`src/rtl/div_issue_ctrl_pkg.sv`:
```
// Shared constants for the divider issue controller: one-hot divide types,
// RV64M funct3 codes and the controller state encoding.
package div_issue_ctrl_pkg;

    localparam logic [7:0] DT_DIV   = 8'h80;
    localparam logic [7:0] DT_DIVU  = 8'h40;
    localparam logic [7:0] DT_DIVUW = 8'h20;
    localparam logic [7:0] DT_DIVW  = 8'h10;
    localparam logic [7:0] DT_REM   = 8'h08;
    localparam logic [7:0] DT_REMU  = 8'h04;
    localparam logic [7:0] DT_REMUW = 8'h02;
    localparam logic [7:0] DT_REMW  = 8'h01;

    localparam logic [2:0] F3_DIV  = 3'd4;
    localparam logic [2:0] F3_DIVU = 3'd5;
    localparam logic [2:0] F3_REM  = 3'd6;
    localparam logic [2:0] F3_REMU = 3'd7;

    typedef enum logic [2:0] {
        ST_IDLE  = 3'd0,
        ST_ISSUE = 3'd1,
        ST_WAIT  = 3'd2,
        ST_RESP  = 3'd3,
        ST_DRAIN = 3'd4
    } state_t;

endpackage

```
`src/rtl/div_issue_ctrl_type_dec.sv`:
```
// Combinational decode of {funct3, word} into the divider's one-hot type.
// Non-divide funct3 values decode to all zeros.
module div_type_dec
    import div_issue_ctrl_pkg::*;
(
    input  logic [2:0] funct3,
    input  logic       word,
    output logic [7:0] div_type
);

    always_comb begin
        div_type = 8'h00;
        case (funct3)
            F3_DIV:  div_type = word ? DT_DIVW  : DT_DIV;
            F3_DIVU: div_type = word ? DT_DIVUW : DT_DIVU;
            F3_REM:  div_type = word ? DT_REMW  : DT_REM;
            F3_REMU: div_type = word ? DT_REMUW : DT_REMU;
            default: div_type = 8'h00;
        endcase
    end

endmodule

```
`src/rtl/div_issue_ctrl.sv`:
```
// Execute-stage front end for the iterative divider: accepts one op at a time,
// launches it, captures the result (including the zero-cycle exception path) and hands it to WB.
module div_issue_ctrl
    import div_issue_ctrl_pkg::*;
#(
    parameter int XLEN  = 64,
    parameter int TAG_W = 5
) (
    input  logic             clk,
    input  logic             rst_n,
    input  logic             flush,
    input  logic             in_valid,
    output logic             in_ready,
    input  logic [2:0]       in_funct3,
    input  logic             in_word,
    input  logic [XLEN-1:0]  in_src1,
    input  logic [XLEN-1:0]  in_src2,
    input  logic [TAG_W-1:0] in_rd,
    output logic             div_valid,
    output logic [7:0]       div_type,
    output logic [XLEN-1:0]  div_a,
    output logic [XLEN-1:0]  div_b,
    input  logic             div_stall,
    input  logic             div_ok,
    input  logic [XLEN-1:0]  div_out,
    output logic             div_rready,
    output logic             out_valid,
    input  logic             out_ready,
    output logic [XLEN-1:0]  out_data,
    output logic [TAG_W-1:0] out_rd,
    output logic             busy
);

    state_t            state_reg, state_next;
    logic [XLEN-1:0]   a_reg, a_next;
    logic [XLEN-1:0]   b_reg, b_next;
    logic [XLEN-1:0]   data_reg, data_next;
    logic [TAG_W-1:0]  rd_reg, rd_next;
    logic [7:0]        type_reg, type_next;
    logic [7:0]        dec_type;
    logic              take;

    div_type_dec u_dec (
        .funct3   (in_funct3),
        .word     (in_word),
        .div_type (dec_type)
    );

    always_ff @(posedge clk) begin
        if (!rst_n) begin
            state_reg <= ST_IDLE;
            a_reg     <= '0;
            b_reg     <= '0;
            data_reg  <= '0;
            rd_reg    <= '0;
            type_reg  <= '0;
        end else begin
            state_reg <= state_next;
            a_reg     <= a_next;
            b_reg     <= b_next;
            data_reg  <= data_next;
            rd_reg    <= rd_next;
            type_reg  <= type_next;
        end
    end

    always_comb begin
        state_next = state_reg;
        a_next     = a_reg;
        b_next     = b_reg;
        data_next  = data_reg;
        rd_next    = rd_reg;
        type_next  = type_reg;
        in_ready   = 1'b0;
        take       = 1'b0;

        case (state_reg)
            ST_IDLE: in_ready = ~flush;
            ST_ISSUE: begin
                // A flushed real divide must still be drained; a flushed fast-path result is simply lost.
                if (flush) begin
                    state_next = div_stall ? ST_DRAIN : ST_IDLE;
                end else if (div_stall) begin
                    state_next = ST_WAIT;
                end else begin
                    data_next  = div_out;
                    state_next = ST_RESP;
                end
            end
            ST_WAIT: begin
                if (flush) begin
                    state_next = div_ok ? ST_IDLE : ST_DRAIN;
                end else if (div_ok) begin
                    data_next  = div_out;
                    state_next = ST_RESP;
                end
            end
            ST_DRAIN: begin
                if (div_ok) begin
                    state_next = ST_IDLE;
                end
            end
            ST_RESP: begin
                if (flush) begin
                    state_next = ST_IDLE;
                end else if (out_ready) begin
                    state_next = ST_IDLE;
                    in_ready   = 1'b1;
                end
            end
            default: state_next = ST_IDLE;
        endcase

        // Acceptance overrides the IDLE/handoff transition so back-to-back ops need no bubble.
        take = in_valid & in_ready;
        if (take) begin
            a_next    = in_src1;
            b_next    = in_src2;
            rd_next   = in_rd;
            type_next = dec_type;
            if (dec_type == 8'h00) begin
                data_next  = '0;
                state_next = ST_RESP;
            end else begin
                state_next = ST_ISSUE;
            end
        end
    end

    assign div_valid  = (state_reg == ST_ISSUE);
    assign div_rready = (state_reg == ST_WAIT) || (state_reg == ST_DRAIN);
    assign out_valid  = (state_reg == ST_RESP);
    assign busy       = (state_reg != ST_IDLE);
    assign div_type   = type_reg;
    assign div_a      = a_reg;
    assign div_b      = b_reg;
    assign out_data   = data_reg;
    assign out_rd     = rd_reg;

endmodule

```
`config.mk`:
```
export PLATFORM = sky130hd
export DESIGN_NAME = div_issue_ctrl
export DESIGN_NICKNAME = d
export VERILOG_FILES = /design/src/rtl/div_issue_ctrl_pkg.sv /design/src/rtl/div_issue_ctrl_type_dec.sv /design/src/rtl/div_issue_ctrl.sv
export SDC_FILE = /design/constraint.sdc
export NUM_CORES = 1
export LEC_CHECK = 0
export CORE_AREA = 2 2 162 164
export DETAILED_ROUTE_END_ITERATION = 7
export DIE_AREA = 0 0 164 166
export GPL_ROUTABILITY_DRIVEN = 0
export PLACE_DENSITY = 0.66
export RECOVER_POWER = 50
export SYNTH_ARGS = -nofsm -noshare
export SYNTH_HDL_FRONTEND = slang
export SYNTH_SLANG_ARGS = --single-unit
```
`constraint.sdc`:
```
create_clock -name clk -period 1.35 [get_ports clk]
set_input_delay 0.2025 -clock clk [delete_from_list [all_inputs] [get_ports clk]]
set_output_delay 0.2025 -clock clk [all_outputs]
set_load 0.03 [all_outputs]
```
Word level (Yosys, flattened, before mapping)
Index checks and enable logic that the tools add are counted.

Reduce and logical (&&, ||, !) cells: 5. Muxes and demuxes: 27. Bitwise gates (word level): 2. Equality and inequality tests: 12.

Operators with widths (count): two-way mux 64 bit (6); case mux 64 bit (2 select lines) (1); case mux 8 bit (4 select lines) (1); two-way mux 3 bit (10); == test 3 bit, second input constant (5); case mux 3 bit (5 select lines) (1); logical NOT 8 bit (1); two-way mux 8 bit (1); two-way mux 7 bit (1); == test 3 x 2 -> 1 bit, second input constant (2); two-way mux 4 bit (1); inequality test 4 x 2 -> 1 bit, second input constant (1); inequality test 4 bit, second input constant (1); AND reduction 4 bit (1); == test 3 x 1 -> 1 bit, second input constant (1); logical NOT 3 bit (1); two-way mux 1 bit (3); inequality test 3 bit, second input constant (1); nonzero test 3 bit (1); two-way mux 2 bit (1); inequality test 2 bit, second input constant (1); case mux 1 bit (2 select lines) (1); AND 1 bit (1); logical OR 1 bit (1); NOT 1 bit (1).

Output and inout bits: 210. Input port bits: 208. Flip-flop bits (word level): 208.

Longest topological paths before layout
Depth after elaboration: 6. Depth in mapped cells: 8. Gate-level depth less buffers: 4.

Modules after synthesis
From an unflattened synthesis, not the netlist that was laid out.

Cells, all modules: 943. Area, all modules: 7808.7 um2.

Modules (own cells, without submodules): div_issue_ctrl (area an instance 7713.6 um2, sequential area each 4164.0 um2, times used 1, cells each 935); div_type_dec (area an instance 95.1 um2, sequential area each 0.0 um2, times used 1, cells each 8).

Worst setup path before layout
No wires, ideal clock.

Kind: register to output. From: register state_reg[1]. To: output port in_ready. Data required time: 1148 ps. Path slack: -524 ps. Path buffers: 1. Arrival: 1672 ps. Cell stages (with the launch flop): 5. Path through: dfxtp_1 > clkbuf_1 > and3_1 > nand2_1 > a21oi_1.

Word-level cells in the longest chain between the ends: 2. Elaborated cells between the ends (all ways): 3. Classes of those cells: eq/ne: 1; mux: 1; reduce/logical: 1.

RTL lines: start, declared (RTL line div_issue_ctrl.sv:34) `state_t state_reg, state_next;`; start signal, assigned (RTL line div_issue_ctrl.sv:58) `state_reg <= state_next;`; == test 3 x 2 -> 1 bit; via out_valid (RTL line div_issue_ctrl.sv:27) `output logic out_valid,`; case mux 1 bit (2 select lines) (RTL line div_issue_ctrl.sv:77) `case (state_reg)`; end, declared (RTL line div_issue_ctrl.sv:13) `output logic in_ready,`.

The timed path passes the listed nets, and every way through them passes these cells.

Worst setup path in the final report
From: register state_reg[1]. To: output port in_ready.

Word-level cells in the longest chain between the ends: 2. Elaborated cells between the ends (all ways): 3. Classes of those cells: eq/ne: 1; mux: 1; reduce/logical: 1.

RTL lines (RTL line): == test 3 x 2 -> 1 bit or logical NOT 3 bit (tied branches) (div_issue_ctrl.sv:77); case mux 1 bit (2 select lines) (*) (div_issue_ctrl.sv:77).

Every way passes the cells marked *; elsewhere a longest branch is shown, timed or not.

==> results.toml <==
[global_route]
antenna_found_initial = 1
grt_pass1_wl_mm = 43.2
grt.total_usage = 0.198
overflow = 0
grt_max_degree = 99
grt_pass1_vias = 7962

[timing]
tns_ns = -53.21
max_slew.worst_pin.slew_ns = 0.362
skew_ns = 0.00825
final.setup.worst_slack_ns = -0.552
finalSetupViolations = 213
hold_viol = 0
holdWs_ns = 0.148
rsz0062_at_grt = "true"
drv_slew = 0
period_needed_ns = 1.90
max_freq_mhz = 526
period_share = 1.41
slew_headroom = 0.759

[layout]
final_area_sq_mm = 0.0143
fin_nets = 1655
area_growth_syn_to_layout_pct = 83.5
final_util = 0.558
layout-drive-gt1-share = 0.318

[clock_network]
cts_buffer_depth = 3
clock_latency_ns = 0.50
htreeDepth = 1
clk_pin_slew_ns = 0.06
cts_tree = "done"
root_buffer = "clkbuf_16"
cts.sinks = 208
cts_buffers = 23
postCtsHoldBufs = 0

[worst_setup_path]
r2r-end = "div_a[9]"
cp-end-kind = "output pin"
reg2regPathDepth = 9
worstPathRequired_ns = 1.15
cp.arrival_ns = 1.70
crit_fanout = 3
rr_startpoint = "state_reg[1]"
critPathKind = "reg2out"
critical_path.startpoint_type = "register"
reg2reg_slack_ns = -0.38

[min_path]
hold_depth = 4
min_path_type = "in2reg"
hold_path_end = "out_data[62]"
hold_start = "rst_n"

[routing]
wl_mm = 30.9
ant_nets = 0
dr.pass1.iters = 4
drt-vias-per-instance = 4.62
drtIter0Drc = 322
drcViolationCount = 0
wl_per_cell_um = 17.2
dr_total_vias = 8302

[synth]
yosys-top-cells-count = "nand2_1 (405), dfxtp_1 (208), a21boi_1 (78), a21oi_1 (66), a21boi_0 (64)"
synthArstFlopShare = 0
seq_area_frac_synth = 0.535
ys.flop_type = "dfxtp_1"
yosys_warnings = 0
syn_inst = 943
synth_nets = 1151
yosysTopAreaCell = "dfxtp_1"
synth.top_cells.by_area = "dfxtp_1 (53%), nand2_1 (20%), a21boi_1 (7.5%), a21boi_0 (6.2%), a21oi_1 (4.2%)"
synth_edf_count = 0
synth_top_area_frac = 0.535
syn_area_sq_mm = 0.00778
postSynthAreaPerCell_sq_um = 8.26
synthDistinctLibCells = 34
ys_ff_latch = 208
yosysMostFrequentCell = "nand2_1"

[run]
cap_violations = 0

[floorplan]
die-area_sq_mm = 0.0272
rows = 59
ios = 418
die_h_um = 166
coreArea_sq_mm = 0.0256
initial_core_util = 0.304
die_w_um = 164

[placement]
port_buffers = 417
dpl.hpwl_mm = 19.5
placed_area_sq_mm = 0.0129

[outcome]
status = "finished, violations left"
violations = "negative setup slack"

[power]
p_total_w = 0.0166
irDropWorstVdd_mv = 0.877
cellPowerDensity_mw_per_mm2 = 1160
p_leak_nw = 5.92
==> per-layer routing <==
layer  vias up  global-route usage  part of all wire
li1       4075                   -                 -
met1      3835               0.223              0.39
met2       325               0.340              0.48
met3        67              0.0684             0.093
met4         0              0.0831             0.039
met5         -                   0                 0
==> area by class of cell <==
cell class	instances	area (sq um)
Fill cell	2333	11300
Timing Repair Buffer	548	5350
Sequential cell	208	4170
Multi-Input combinational cell	665	3630
Clock buffer	34	667
Tap cell	335	419
Clock inverter	5	50.0
Inverter	1	3.75
Antenna cell	1	2.50
==> through the flow <==
step | instances | setup WS, ns
2_1_floorplan | 943 | -0.0496
3_3_place_gp | 1689 | -0.640
3_5_place_dp | 1689 | -0.675
4_1_cts | 1765 | -0.594
5_1_grt | 1797 | -0.601
6_report | 1797 | -0.552
==> timing repair <==
item                                   4_1_cts  5_1_grt
endpoints found under the hold margin        0        0
setup endpoints to repair                  406      224
gates resized for setup                   1059      136
cloned                                      13       20
buffers inserted                            24       19
pin swaps                                   59      117
==> how the worst max path moves through the flow <==
| stage | startpoint | endpoint | slack (ns) | cells past startpoint |
|---|---|---|---|---|
| after floorplan | state_reg[0] | in_ready | -0.05 | 3 |
| after global placement | out_ready | div_a[37] | -0.64 | 7 |
| after detailed placement | out_ready | div_a[31] | -0.68 | 7 |
| after CTS | state_reg[1] | in_ready | -0.59 | 5 |
| after global routing | state_reg[1] | div_rready | -0.60 | 7 |
| final | state_reg[1] | in_ready | -0.55 | 5 |
==> cell families (layout without fill, tap and decap cells) <==
kind of cell              after synthesis  in the layout  share of synthesized area
and+or+nand+nor                       440            440                      0.222
AOI/OAI and AO/OA                     223            224                      0.195
DFF                                   208            208                      0.535
buffers and inverters                  71            588                     0.0461
xor gates and xnor gates                1              1                    0.00113
other                                   0              1                          0
==> cell usage in the layout (no fill, tap or decap), types with 3 or more instances in the layout <==
master	count
buf_2	98
nor2_1	5
nand2_2	19
buf_12	42
buf_16	10
dfxtp_2	3
clkbuf_1	6
clkbuf_16	39
clkbuf_8	5
or3_1	5
nand2b_1	5
a21boi_2	14
nand2_1	385
dfxtp_1	205
clkbuf_2	98
a21oi_1	32
buf_4	35
clkdlybuf4s50_1	206
a21oi_2	33
buf_8	11
a21boi_1	128
buf_6	31
clkinv_2	4
==> worst max-delay path, cell delays in order (launching register included) <==
cell and delay [ns]:
dfxtp_2 0.33, buf_6 0.11, buf_6 0.11, or3_4 0.34
a21oi_4 0.16, buf_6 0.15
==> power breakdown <==
part	switching [W]	leakage (nW)	internal, W	total, W
Sequential	0.000159	1.69	0.00644	0.00660
Combinational	0.00192	3.87	0.00200	0.00392
Clock	0.00249	0.356	0.00358	0.00607
(Power assumes the default switching activity.)
